**src/rtl/connect4_pkg.sv**
```systemverilog
// Shared types and constants for the Connect-4 move controller.
package connect4_pkg;

    localparam int COLS = 4;

    typedef logic [1:0] col_t;
    typedef logic [2:0] row_t;

    // 0 = player A, 1 = player B
    typedef logic player_t;

    typedef enum logic [2:0] {
        S_IDLE     = 3'd0,
        S_VALIDATE = 3'd1,
        S_COMMIT   = 3'd2,
        S_CHECK    = 3'd3,
        S_OVER     = 3'd4
    } move_state_t;

endpackage

```
**src/rtl/connect4_move_ctrl.sv**
```systemverilog
// Connect-4 move sequencer: validates a column request against the column
// heights, commits the token to the board and height counter, hands off to
// the win checker and alternates turns. All outputs come from registers or
// are decoded from the state register only.
import connect4_pkg::*;

module connect4_move_ctrl #(
    parameter int ROWS = 6
) (
    input  logic       clk,
    input  logic       reset_n,
    input  logic       new_game,
    input  logic       move_req,
    input  logic [1:0] move_col,
    input  logic [2:0] height_0,
    input  logic [2:0] height_1,
    input  logic [2:0] height_2,
    input  logic [2:0] height_3,
    input  logic       check_done,
    input  logic       check_win,
    output logic       add,
    output logic [1:0] counter,
    output logic       counters_clear,
    output logic       board_we,
    output logic [2:0] board_row,
    output logic [1:0] board_col,
    output logic       board_player,
    output logic       check_start,
    output logic       player,
    output logic       busy,
    output logic       move_reject,
    output logic       game_over,
    output logic       winner_valid,
    output logic       winner,
    output logic       draw,
    output logic [5:0] move_count
);

    localparam row_t       ROWS_C  = 3'(ROWS);
    localparam logic [5:0] CELLS_C = 6'(COLS * ROWS);

    move_state_t state_r, state_next_s;
    col_t        col_q_r;
    row_t        row_q_r;
    row_t        height_sel_s;
    player_t     player_r;
    logic [5:0]  move_count_r;
    logic        check_start_r;
    logic        counters_clear_r;
    logic        winner_valid_r;
    logic        winner_r;
    logic        draw_r;

    // Select the height of the requested column.
    always_comb begin
        height_sel_s = 3'd0;
        case (move_col)
            2'd0:    height_sel_s = height_0;
            2'd1:    height_sel_s = height_1;
            2'd2:    height_sel_s = height_2;
            2'd3:    height_sel_s = height_3;
            default: height_sel_s = 3'd0;
        endcase
    end

    // State register.
    always_ff @(posedge clk or negedge reset_n) begin
        if (!reset_n) begin
            state_r <= S_IDLE;
        end else begin
            state_r <= state_next_s;
        end
    end

    // Next-state logic; a restart overrides everything.
    always_comb begin
        state_next_s = state_r;
        if (new_game) begin
            state_next_s = S_IDLE;
        end else begin
            case (state_r)
                S_IDLE: begin
                    if (move_req) state_next_s = S_VALIDATE;
                    else          state_next_s = S_IDLE;
                end
                S_VALIDATE: begin
                    if (row_q_r >= ROWS_C) state_next_s = S_IDLE;
                    else                   state_next_s = S_COMMIT;
                end
                S_COMMIT: state_next_s = S_CHECK;
                S_CHECK: begin
                    if (!check_done)                  state_next_s = S_CHECK;
                    else if (check_win)               state_next_s = S_OVER;
                    else if (move_count_r == CELLS_C) state_next_s = S_OVER;
                    else                              state_next_s = S_IDLE;
                end
                S_OVER:  state_next_s = S_OVER;
                default: state_next_s = S_IDLE;
            endcase
        end
    end

    // Move latch, turn, move counter, result flags and one-shot strobes.
    always_ff @(posedge clk or negedge reset_n) begin
        if (!reset_n) begin
            col_q_r          <= 2'd0;
            row_q_r          <= 3'd0;
            player_r         <= 1'b0;
            move_count_r     <= 6'd0;
            check_start_r    <= 1'b0;
            counters_clear_r <= 1'b0;
            winner_valid_r   <= 1'b0;
            winner_r         <= 1'b0;
            draw_r           <= 1'b0;
        end else if (new_game) begin
            player_r         <= 1'b0;
            move_count_r     <= 6'd0;
            check_start_r    <= 1'b0;
            counters_clear_r <= 1'b1;
            winner_valid_r   <= 1'b0;
            winner_r         <= 1'b0;
            draw_r           <= 1'b0;
        end else begin
            counters_clear_r <= 1'b0;
            // high exactly in the first CHECK cycle
            check_start_r    <= (state_r == S_COMMIT);
            case (state_r)
                S_IDLE: begin
                    if (move_req) begin
                        col_q_r <= move_col;
                        row_q_r <= height_sel_s;
                    end
                end
                S_COMMIT: move_count_r <= move_count_r + 6'd1;
                S_CHECK: begin
                    if (check_done) begin
                        if (check_win) begin
                            winner_valid_r <= 1'b1;
                            winner_r       <= player_r;
                        end else if (move_count_r == CELLS_C) begin
                            draw_r <= 1'b1;
                        end else begin
                            player_r <= ~player_r;
                        end
                    end
                end
                default: ;
            endcase
        end
    end

    assign add            = (state_r == S_COMMIT);
    assign counter        = (state_r == S_COMMIT) ? col_q_r : 2'd0;
    assign board_we       = (state_r == S_COMMIT);
    assign board_row      = (state_r == S_COMMIT) ? row_q_r : 3'd0;
    assign board_col      = (state_r == S_COMMIT) ? col_q_r : 2'd0;
    assign board_player   = (state_r == S_COMMIT) ? player_r : 1'b0;
    assign check_start    = check_start_r;
    assign counters_clear = counters_clear_r;
    assign player         = player_r;
    assign busy           = (state_r != S_IDLE) && (state_r != S_OVER);
    assign move_reject    = (state_r == S_VALIDATE) && (row_q_r >= ROWS_C);
    assign game_over      = (state_r == S_OVER);
    assign winner_valid   = winner_valid_r;
    assign winner         = winner_r;
    assign draw           = draw_r;
    assign move_count     = move_count_r;

endmodule

```
**config.mk**
```make
export PLATFORM = sky130hd
export DESIGN_NAME = connect4_move_ctrl
export DESIGN_NICKNAME = d
export VERILOG_FILES = /design/src/rtl/connect4_pkg.sv /design/src/rtl/connect4_move_ctrl.sv
export SDC_FILE = /design/constraint.sdc
export NUM_CORES = 1
export LEC_CHECK = 0
export BUFFER_PORTS_ARGS = -buffer_cell sky130_fd_sc_hd__buf_2
export CAP_MARGIN = 10
export CORE_MARGIN = 2
export CORE_UTILIZATION = 50
export DETAILED_ROUTE_END_ITERATION = 8
export PLACE_DENSITY_LB_ADDON = 0.3
export REMOVE_ABC_BUFFERS = 1
export SLEW_MARGIN = 20
export SYNTH_ARGS = -nofsm -noshare
export SYNTH_HDL_FRONTEND = slang
export SYNTH_SLANG_ARGS = --single-unit
export TNS_END_PERCENT = 20
```
**constraint.sdc**
```tcl
create_clock -name clk -period 3.1 [get_ports clk]
set_input_delay 0.155 -clock clk [delete_from_list [all_inputs] [get_ports clk]]
set_output_delay 0.155 -clock clk [all_outputs]
set_load 0.005 [all_outputs]
```
==> results_dict.tcl <==
set metrics [dict create \
    fmax_ghz 0.487 \
    yosysTopAreaCellShare_pct 46.8 \
    setup_viol 0 \
    synth_cells 104 \
    overflow 0 \
    synth_ff_type "dfrtp_1" \
    synth-seq-cells 20 \
    grt_first_pass_wirelength_um 3640 \
    cts_resized 0 \
    cts_setup_buffers 0 \
    async_reset_ff_share_pct 100 \
    instances_no_fill 172 \
    gp_congestion 0.789 \
    r2r_start "state_r[2]$_DFF_PN0_" \
    synth_top_cell_by_area "dfrtp_1" \
    rsz0062_at_grt "no" \
    final_common_cell "buf_2" \
    cts_tree "done" \
    worstMarginPinSlew_ps 439 \
    start_kind "flip-flop" \
    hp-start "check_win" \
    fp.dieArea_um2 2520 \
    initial_core_util_pct 53.9 \
    drt_iter0_drc 10 \
    cp_max_fo 11 \
    io_buffers 44 \
    leakage_uw 0.000680 \
    htreeDepth 1 \
    maxSlewHeadroom_pct 70.8 \
    grtUsageTotal_pct 18.9 \
    grt_pass1_vias 869 \
    wl_per_cell_um 12.7 \
    antenna_found_initial 0 \
    fin_crit_sh_pct 66.2 \
    finalHoldViolations 0 \
    synth-edff-count 0 \
    rows 16 \
    drc 0 \
    vias 899 \
    vias_per_cell 5.23 \
    cts.sinks 20 \
    arrival_ps 1900 \
    area_growth_pct 23.2 \
    synth_area_leaders "dfrtp_1 47%, mux2_2 7.4%, mux4_2 6.3%" \
    die_y_um 50.2 \
    cts_hold_buf 1 \
    maxSlewViolCount 0 \
    ys_warn_count 0 \
    critPathRequiredTime_ps 2940 \
    worstSetupPathType "flip-flop to primary output" \
    wirelength_um 2190 \
    clk_pin_slew_ps 110 \
    cts_buffer_depth 2 \
    io_pins 45 \
    ys_seq_area_share_pct 46.8 \
    drive_gt1_share_pct 39.3 \
    final_cell_mix "44 x buf_2, 20 x dfrtp_1, 10 x a21oi_1" \
    clockRootBuffer "clkbuf_4" \
    hold_class "input pin to flip-flop" \
    status "completed" \
    ant_nets 0 \
    dp_cells 168 \
    grt_max_degree 21 \
    fin_nets 169 \
    cp-end-kind "primary output" \
    coreArea_um2 1980 \
    cap_violations 0 \
    clk_latency_ps 300 \
    num_antenna_cells 0 \
    critPathLaunch "state_r[2]$_DFF_PN0_" \
    syn_avg_cell_area_um2 10.3 \
    numCtsBuffers 3 \
    ir_worst_vdd_mv 0.283 \
    drt_pass1_iterations 4 \
    fin_crit_ps 2050 \
    powerDensity_nw_per_um2 409 \
    synth_cell_types 31 \
    fin_skew_ps 8.97 \
    fillCellCount 180 \
    synthesis.area_um2 1070 \
    chipWidth_um 50.2 \
    dpl.hpwl_um 1640 \
    tns_ps 0 \
]
-- logic make-up (layout without fill, tap and decap cells) --
| logic type | after synthesis | in the layout | synth area share (%) |
|---|---|---|---|
| and+or+nand+nor | 42 | 42 | 22.1 |
| DFF | 20 | 20 | 46.8 |
| AOI/OAI and AO/OA | 16 | 16 | 8.43 |
| buffers and inverters | 13 | 54 | 5.74 |
| muxes | 10 | 10 | 13.7 |
| adders and majority gates | 2 | 2 | 2.34 |
| xor gates and xnor gates | 1 | 1 | 0.820 |
-- sequential cells by signal (all words and copies together) (netlist names) --
name            flops
row_q_r             3
draw                1
col_q_r             2
check_start         1
winner              1
winner_valid        1
counters_clear      1
state_r             3
player              1
move_count          6
-- stage by stage --
stage	setup WS, ps	power, µW	area (µm²)	utilization [%]	hold WS [ps]
after floorplan	1470	368	1030	-	-141
after global placement	1400	417	1280	64.8	126
after detailed placement	1350	422	1280	64.8	130
after CTS	1050	543	1320	66.4	126
after global routing	957	568	1320	66.4	140
final	1050	538	1320	66.4	129
-- where the power goes --
group	internal (µW)	switching [µW]	leakage [µW]	total (µW)
Sequential	287	19.2	0.000264	306
Clock	45.3	76.5	0.0000138	122
Combinational	58.2	52.2	0.000403	110
Total	390	148	0.000680	538
-- synth_stat cells (2+ instances only) --
cell type / count
nand3_1: 3
dfrtp_1: 20
a211oi_1: 2
clkbuf_1: 2
o21ai_0: 2
ha_1: 2
inv_1: 6
nand2_1: 8
nor2_1: 7
mux2_2: 7
nor3b_1: 2
buf_4: 3
mux4_2: 3
a21oi_1: 10
nor2b_1: 3
and2_1: 8
nor3_1: 2
-- per-layer routing --
metal / part of all wire, % / GRT usage [%] / vias up
met2: 51 / 35.3 / 36
met5: 0 / 0 / -
met1: 42 / 22.0 / 414
met3: 6.3 / 3.57 / 4
met4: 0.78 / 4.17 / 0
li1: - / - / 445
-- worst max-delay path, cell delays in order (launching register included) --
cell	delay [ps]
dfrtp_1	510
or3b_1	520
inv_1	260
and2_1	180
buf_2	110
-- cell type report --
class	count	area [µm²]	area share [%]
Clock buffer	3	22.5	1.71
Tap cell	27	33.8	2.57
Multi-Input combinational cell	71	507	38.5
Timing Repair Buffer	45	230	17.5
Sequential cell	20	500	38.0
Inverter	6	22.5	1.71
-- worst paths after layout --
| path | endpoint | slack [ps] | depth (start not counted) |
|---|---|---|---|
| worst min-delay path | winner$_DFFE_PN0P_ | 130 | 3 |
| worst max register to register | move_count[5]$_DFFE_PN0P_ | 1310 | 3 |
| worst max-delay path | board_col[1] | 1050 | 4 |
| max in group asynchronous | move_count[0]$_DFFE_PN0P_ | 2470 | 2 |
| min in group asynchronous | counters_clear$_DFF_PN0_ | 320 | 2 |
| worst min register to register | col_q_r[1]$_DFFE_PN0P_ | 510 | 1 |
(Power assumes the default switching activity.)
